==> src/rtl/register_bank_pkg.sv <==
// Shared constants for the register bank: default geometry and the index of
// the hard-wired zero register.
package register_bank_pkg;

    localparam int DEFAULT_DATA_WIDTH     = 32;
    localparam int DEFAULT_ADDR_WIDTH     = 5;
    localparam int DEFAULT_NUM_READ_PORTS = 2;
    localparam int ZERO_REG_INDEX         = 0;

endpackage

==> src/rtl/register_bank_if.sv <==
// Bus bundle between a pipeline front end (master) and the register bank (slave).
interface register_bank_if #(
    parameter int DATA_WIDTH     = 32,
    parameter int ADDR_WIDTH     = 5,
    parameter int NUM_READ_PORTS = 2
);

    logic [NUM_READ_PORTS*ADDR_WIDTH-1:0] read_address;
    logic [NUM_READ_PORTS*DATA_WIDTH-1:0] read_data;
    logic [NUM_READ_PORTS-1:0]            read_ready;
    logic                                 write_enable;
    logic [ADDR_WIDTH-1:0]                write_address;
    logic [DATA_WIDTH-1:0]                write_data;
    // Reservation handshake: reserve_enable is the request, reserve_stall is a
    // combinational refusal. A request with reserve_stall low is accepted on the
    // rising edge; when stalled the master holds the request and retries.
    logic                                 reserve_enable;
    logic [ADDR_WIDTH-1:0]                reserve_address;
    logic                                 reserve_stall;
    logic                                 flush;
    logic [ADDR_WIDTH:0]                  busy_count;

    modport master (
        output read_address, write_enable, write_address, write_data,
               reserve_enable, reserve_address, flush,
        input  read_data, read_ready, reserve_stall, busy_count
    );

    modport slave (
        input  read_address, write_enable, write_address, write_data,
               reserve_enable, reserve_address, flush,
        output read_data, read_ready, reserve_stall, busy_count
    );

endinterface

==> src/rtl/busy_table.sv <==
// Scoreboard of registers with a pending result: reserve/write/flush priority,
// reservation stall and a registered population count of busy bits.
module busy_table
    import register_bank_pkg::*;
#(
    parameter int ADDR_WIDTH = DEFAULT_ADDR_WIDTH,
    parameter int ZERO_REG   = 1,
    localparam int DEPTH     = 2**ADDR_WIDTH
) (
    input  logic                  clock,
    input  logic                  reset_n,
    input  logic                  write_enable,
    input  logic [ADDR_WIDTH-1:0] write_address,
    input  logic                  reserve_enable,
    input  logic [ADDR_WIDTH-1:0] reserve_address,
    input  logic                  flush,
    output logic [DEPTH-1:0]      busy,
    output logic                  reserve_stall,
    output logic [ADDR_WIDTH:0]   busy_count
);

    logic [DEPTH-1:0]    busy_next;
    logic [ADDR_WIDTH:0] count_next;

    // A write landing on the reserved register this cycle frees it, so no stall.
    assign reserve_stall = reserve_enable && busy[reserve_address] &&
                           !(write_enable && (write_address == reserve_address));

    always_comb begin
        busy_next = busy;
        if (write_enable)
            busy_next[write_address] = 1'b0;
        if (reserve_enable && !reserve_stall)
            busy_next[reserve_address] = 1'b1;
        if (flush)
            busy_next = '0;
        if (ZERO_REG != 0)
            busy_next[ZERO_REG_INDEX] = 1'b0;
    end

    always_comb begin
        count_next = '0;
        for (int i = 0; i < DEPTH; i++)
            count_next = count_next + {{ADDR_WIDTH{1'b0}}, busy_next[i]};
    end

    always_ff @(posedge clock or negedge reset_n) begin
        if (!reset_n) begin
            busy       <= '0;
            busy_count <= '0;
        end else begin
            busy       <= busy_next;
            busy_count <= count_next;
        end
    end

endmodule

==> src/rtl/register_bank.sv <==
// Multi-port register file with same-cycle write bypass and a busy table that
// tracks registers awaiting an in-flight result.
module register_bank
    import register_bank_pkg::*;
#(
    parameter int DATA_WIDTH     = DEFAULT_DATA_WIDTH,
    parameter int ADDR_WIDTH     = DEFAULT_ADDR_WIDTH,
    parameter int NUM_READ_PORTS = DEFAULT_NUM_READ_PORTS,
    parameter int ZERO_REG       = 1,
    localparam int DEPTH         = 2**ADDR_WIDTH
) (
    input  logic            clock,
    input  logic            reset_n,
    register_bank_if.slave  bus
);

    localparam logic [ADDR_WIDTH-1:0] ZERO_ADDR = ADDR_WIDTH'(ZERO_REG_INDEX);

    logic [DATA_WIDTH-1:0]                regs [DEPTH];
    logic [DEPTH-1:0]                     busy;
    logic [NUM_READ_PORTS*DATA_WIDTH-1:0] rd_data;
    logic [NUM_READ_PORTS-1:0]            rd_ready;
    logic [ADDR_WIDTH-1:0]                rd_addr;
    logic                                 write_commit;

    assign write_commit = bus.write_enable &&
                          !((ZERO_REG != 0) && (bus.write_address == ZERO_ADDR));

    busy_table #(
        .ADDR_WIDTH (ADDR_WIDTH),
        .ZERO_REG   (ZERO_REG)
    ) u_busy_table (
        .clock           (clock),
        .reset_n         (reset_n),
        .write_enable    (bus.write_enable),
        .write_address   (bus.write_address),
        .reserve_enable  (bus.reserve_enable),
        .reserve_address (bus.reserve_address),
        .flush           (bus.flush),
        .busy            (busy),
        .reserve_stall   (bus.reserve_stall),
        .busy_count      (bus.busy_count)
    );

    always_ff @(posedge clock or negedge reset_n) begin
        if (!reset_n) begin
            for (int i = 0; i < DEPTH; i++)
                regs[i] <= '0;
        end else if (write_commit) begin
            regs[bus.write_address] <= bus.write_data;
        end
    end

    // Priority per port: zero register, then write bypass, then stored value.
    always_comb begin
        rd_data  = '0;
        rd_ready = '0;
        rd_addr  = '0;
        for (int p = 0; p < NUM_READ_PORTS; p++) begin
            rd_addr = bus.read_address[p*ADDR_WIDTH +: ADDR_WIDTH];
            if ((ZERO_REG != 0) && (rd_addr == ZERO_ADDR)) begin
                rd_data[p*DATA_WIDTH +: DATA_WIDTH] = '0;
                rd_ready[p]                         = 1'b1;
            end else if (bus.write_enable && (bus.write_address == rd_addr)) begin
                rd_data[p*DATA_WIDTH +: DATA_WIDTH] = bus.write_data;
                rd_ready[p]                         = 1'b1;
            end else begin
                rd_data[p*DATA_WIDTH +: DATA_WIDTH] = regs[rd_addr];
                rd_ready[p]                         = !busy[rd_addr];
            end
        end
    end

    assign bus.read_data  = rd_data;
    assign bus.read_ready = rd_ready;

endmodule

==> src/flat_wrapper.sv <==
// flat-port wrapper written by rule: the top's interface ports become plain ports
module register_bank_flat import register_bank_pkg::*;
#(
    parameter int DATA_WIDTH     = DEFAULT_DATA_WIDTH,
    parameter int ADDR_WIDTH     = DEFAULT_ADDR_WIDTH,
    parameter int NUM_READ_PORTS = DEFAULT_NUM_READ_PORTS,
    parameter int ZERO_REG       = 1,
    localparam int DEPTH         = 2**ADDR_WIDTH
)
  (clock, reset_n, bus_read_address, bus_write_enable, bus_write_address, bus_write_data, bus_reserve_enable, bus_reserve_address, bus_flush, bus_read_data, bus_read_ready, bus_reserve_stall, bus_busy_count);
  register_bank_if #(.DATA_WIDTH(DATA_WIDTH), .ADDR_WIDTH(ADDR_WIDTH), .NUM_READ_PORTS(NUM_READ_PORTS)) bus_i ();
  input  logic clock;
  input  logic reset_n;
  input wire logic [$bits(bus_i.read_address)-1:0] bus_read_address;
  input wire logic [$bits(bus_i.write_enable)-1:0] bus_write_enable;
  input wire logic [$bits(bus_i.write_address)-1:0] bus_write_address;
  input wire logic [$bits(bus_i.write_data)-1:0] bus_write_data;
  input wire logic [$bits(bus_i.reserve_enable)-1:0] bus_reserve_enable;
  input wire logic [$bits(bus_i.reserve_address)-1:0] bus_reserve_address;
  input wire logic [$bits(bus_i.flush)-1:0] bus_flush;
  output wire logic [$bits(bus_i.read_data)-1:0] bus_read_data;
  output wire logic [$bits(bus_i.read_ready)-1:0] bus_read_ready;
  output wire logic [$bits(bus_i.reserve_stall)-1:0] bus_reserve_stall;
  output wire logic [$bits(bus_i.busy_count)-1:0] bus_busy_count;
  assign bus_i.read_address = bus_read_address;
  assign bus_i.write_enable = bus_write_enable;
  assign bus_i.write_address = bus_write_address;
  assign bus_i.write_data = bus_write_data;
  assign bus_i.reserve_enable = bus_reserve_enable;
  assign bus_i.reserve_address = bus_reserve_address;
  assign bus_i.flush = bus_flush;
  assign bus_read_data = bus_i.read_data;
  assign bus_read_ready = bus_i.read_ready;
  assign bus_reserve_stall = bus_i.reserve_stall;
  assign bus_busy_count = bus_i.busy_count;
  register_bank #(.DATA_WIDTH(DATA_WIDTH), .ADDR_WIDTH(ADDR_WIDTH), .NUM_READ_PORTS(NUM_READ_PORTS), .ZERO_REG(ZERO_REG)) u_core (.clock(clock), .reset_n(reset_n), .bus(bus_i));
endmodule
==> config.mk <==
export PLATFORM = sky130hd
export DESIGN_NAME = register_bank_flat
export DESIGN_NICKNAME = d
export VERILOG_FILES = /design/src/rtl/register_bank_pkg.sv /design/src/rtl/register_bank_if.sv /design/src/rtl/busy_table.sv /design/src/rtl/register_bank.sv /design/src/flat_wrapper.sv
export SDC_FILE = /design/constraint.sdc
export NUM_CORES = 2
export LEC_CHECK = 0
export BUFFER_PORTS_ARGS = -buffer_cell sky130_fd_sc_hd__buf_2
export CAP_MARGIN = 20
export CORE_MARGIN = 10
export CORE_UTILIZATION = 55
export DETAILED_ROUTE_END_ITERATION = 8
export PLACE_DENSITY_LB_ADDON = 0.3
export SKIP_CTS_REPAIR_TIMING = 1
export SLEW_MARGIN = 10
export SYNTH_ARGS = -nofsm -noshare
export SYNTH_HDL_FRONTEND = slang
export SYNTH_HIERARCHICAL = 1
export SYNTH_SLANG_ARGS = --single-unit
==> constraint.sdc <==
create_clock -name clock -period 19.08 [get_ports clock]
set_input_delay 0.954 -clock clock [delete_from_list [all_inputs] [get_ports clock]]
set_output_delay 0.954 -clock clock [all_outputs]
set_load 0.05 [all_outputs]
==> flow_summary.toml <==
[placed_design]
gp_congestion = 0.867
port-buffer-count = 129
dp_cells = 5333
dp_slack_ns = 11.44
placed_cell_area_um2 = 59800
dpl.hpwl_um = 103000

[clocking]
cts-root-buf = "clkbuf_16"
numClockSinks = 1061
cts_tree = "done"
clock_latency_ns = 0.72
clk_path_buf_depth = 3
cts_buffers = 114
cts-htree-levels = 3
clk_pin_slew_ns = 0.06

[run_status]
status = "finished clean"

[yosys]
netlist_instances = 4171
synth_xor_area_frac = 0.00269
synthMuxAreaShare = 0.403
synth_top_family_by_area = "multiplexers"
async_reset_ff_frac = 1.00
netlist_area_um2 = 58500
yosysTopAreaCell = "dfrtp_1"
synth_top_cell_area_share = 0.454
synth_cell_types = 67
synthTopCellsByArea = "dfrtp_1 45%, mux2_2 20%, mux4_2 18%"
synth_edf_count = 0
synth_top_flop_cell = "dfrtp_1"
synth_seq_cells = 1061
avgSynthCellArea_um2 = 14.0
yosysWarnings = 6
synth-compound-area-share = 0.0575
ys_seq_area_frac = 0.454
yosys.area_share.adder = 0.00979
synthSimpleGateAreaFrac = 0.0342
syn_nets = 4260

[min_path]
hp-class = "primary input to async pin"

[floorplanning]
die_w_um = 346
dieArea_um2 = 120000
initial_utilization = 0.555
dieHeight_um = 346
num_rows = 119
fp.coreArea_um2 = 105000
io_pins = 130

[sta]
max_freq_mhz = 143
tightestPinTransition_ns = 1.25
setup_viol = 0
period_share = 0.365
slew_viol_final = 0
rsz0062_at_grt = "false"
whs_ns = 0.263
hold_viol = 0
slew-limit-headroom = 0.162
fin_ws_ns = 12.11
clock_skew_ns = 0.0155
fin_crit_ns = 6.97
tns_ns = 0

[routing]
dr.first_iter.drc_count = 4859
drtPass1Iterations = 7
wirelength_um = 185000
vias = 39665
wl_per_cell_um = 33.5
viasPerCell = 7.16
ant_nets = 0
route.detailed.drc = 0

[global_route]
grt_pass1_vias = 40150
grt_max_degree = 128
grt_usage = 0.304
grt_pass1_wl_um = 273000
grt_overflow_total = 0
antenna_found_initial = 9

[layout]
fin_cells = 5540
final_util = 0.603
nets = 4148
drive_above_1_share = 0.470
finalInstanceArea_um2 = 63600
final_cell_mix = "1061 x dfrtp_1, 1031 x mux2_2, 459 x mux4_2"
syn_to_final_growth_pct = 8.62
final_common_cell = "dfrtp_1"

[pwr]
intPower_mw = 4.73
p_seq_frac = 0.449
p_sw_mw = 1.88
total_power_mw = 6.61
power.density_nw_per_um2 = 104
p_clk_frac = 0.338
p_comb_frac = 0.213
ir_drop_v = 0.0000795
power.leakage_nw = 27.6
switching_share = 0.285

[worst_setup_path]
crit_chain = "buf_2 > or3b_2 > o22ai_1 > nor2_1 > a31oi_1 > o21ai_0 > fa_1 > inv_1 > fa_1 > fa_1 > inv_1 > fa_1 > fa_1 > inv_1 > fa_1 > inv_1 > ha_1 > fa_1 > a21o_1 > a21oi_1 > xnor2_1"
crit_type = "primary input to register"
arrival_ns = 7.60
worstSetupStartpointType = "primary input"
critPathSlowestCell = "a31oi_1"
cp-end-kind = "register"
crit_top_cell = "fa_1"
required_ns = 19.71
cp_max_fo = 12
cpPeakStageDelay_ns = 0.81

[flow_run]
cap_violations = 0
==> critical path, delay by kind of cell <==
family	cells	cell delay [ns]
xor+xnor	1	0.14
fa+ha+maj	8	3.61
compound gates	5	1.84
buf+inv	5	0.39
simple gates	2	0.66
==> path summary, 6_finish.rpt <==
kind                                              from                                end  slack, ns  cells after the start
max                             bus_reserve_address[3]  u_core/u_busy_table/busy_count[4]      12.11                     21
min                                            reset_n                   u_core/regs[664]       0.26                      1
max reg2reg                u_core/u_busy_table/busy[7]  u_core/u_busy_table/busy_count[4]      12.43                     20
min reg2reg                          u_core/regs[1020]                  u_core/regs[1020]       0.40                      0
max in group asynchronous                      reset_n                    u_core/regs[80]      15.70                      4
min in group clock                   u_core/regs[1020]                  u_core/regs[1020]       0.40                      0
==> kinds of logic after synthesis <==
| logic type | count (synthesis) |
|---|---|
| xor+xnor | 18 |
| flops | 1061 |
| other cells | 1 |
| compound gates | 503 |
| fa+ha+maj | 32 |
| buf+inv | 495 |
| mux | 1655 |
| simple gates | 406 |
==> synthesized netlist by cell type, drive strengths merged (6+ instances only) <==
master and number:
a22o 14, o211ai 21, nor3 29, a21oi 49, buf 244, mux2 1031, nand2b 13, mux4 459
fa 23, clkbuf 212, inv 39, a31oi 9, mux2i 165, o221ai 7, nor2b 26, dfrtp 1061
and3 10, or2 6, xnor2 13, nand2 136, o21a 13, nor2 88, ha 9, a221oi 27
nand3 32, a211oi 15, o22ai 92, nor4 7, nand3b 26, a22oi 112, o21ai 111, nor3b 12
==> state kept, by name, summed over array words and instances, names as in the netlist <==
signal                          cells
u_core/u_busy_table/busy           31
u_core/regs                      1024
u_core/u_busy_table/busy_count      6
==> final cells by class <==
type	count	area [µm²]
Clock inverter	26	322
Clock buffer	178	3390
Fill cell	8081	41800
Multi-Input combinational cell	2615	29900
Tap cell	1391	1740
Timing Repair Buffer	228	1520
Inverter	39	148
Antenna cell	2	5.00
Sequential cell	1061	26600
==> layer usage <==
layer | wire length, µm | track usage
met1 | 74700 | 0.424
met2 | 82700 | 0.456
met3 | 20700 | 0.0823
met4 | 7240 | 0.110
met5 | 78 | 0
==> power groups by stage <==
stage	logic (mW)	registers [mW]	clock network, mW
CTS	1.40	2.95	2.25
global placement	1.37	2.97	0
detailed placement	1.40	2.99	0
global route	1.50	3.01	2.34
finish	1.41	2.97	2.23
floorplan	1.10	2.89	0
Power figures use the tool's default switching activity.
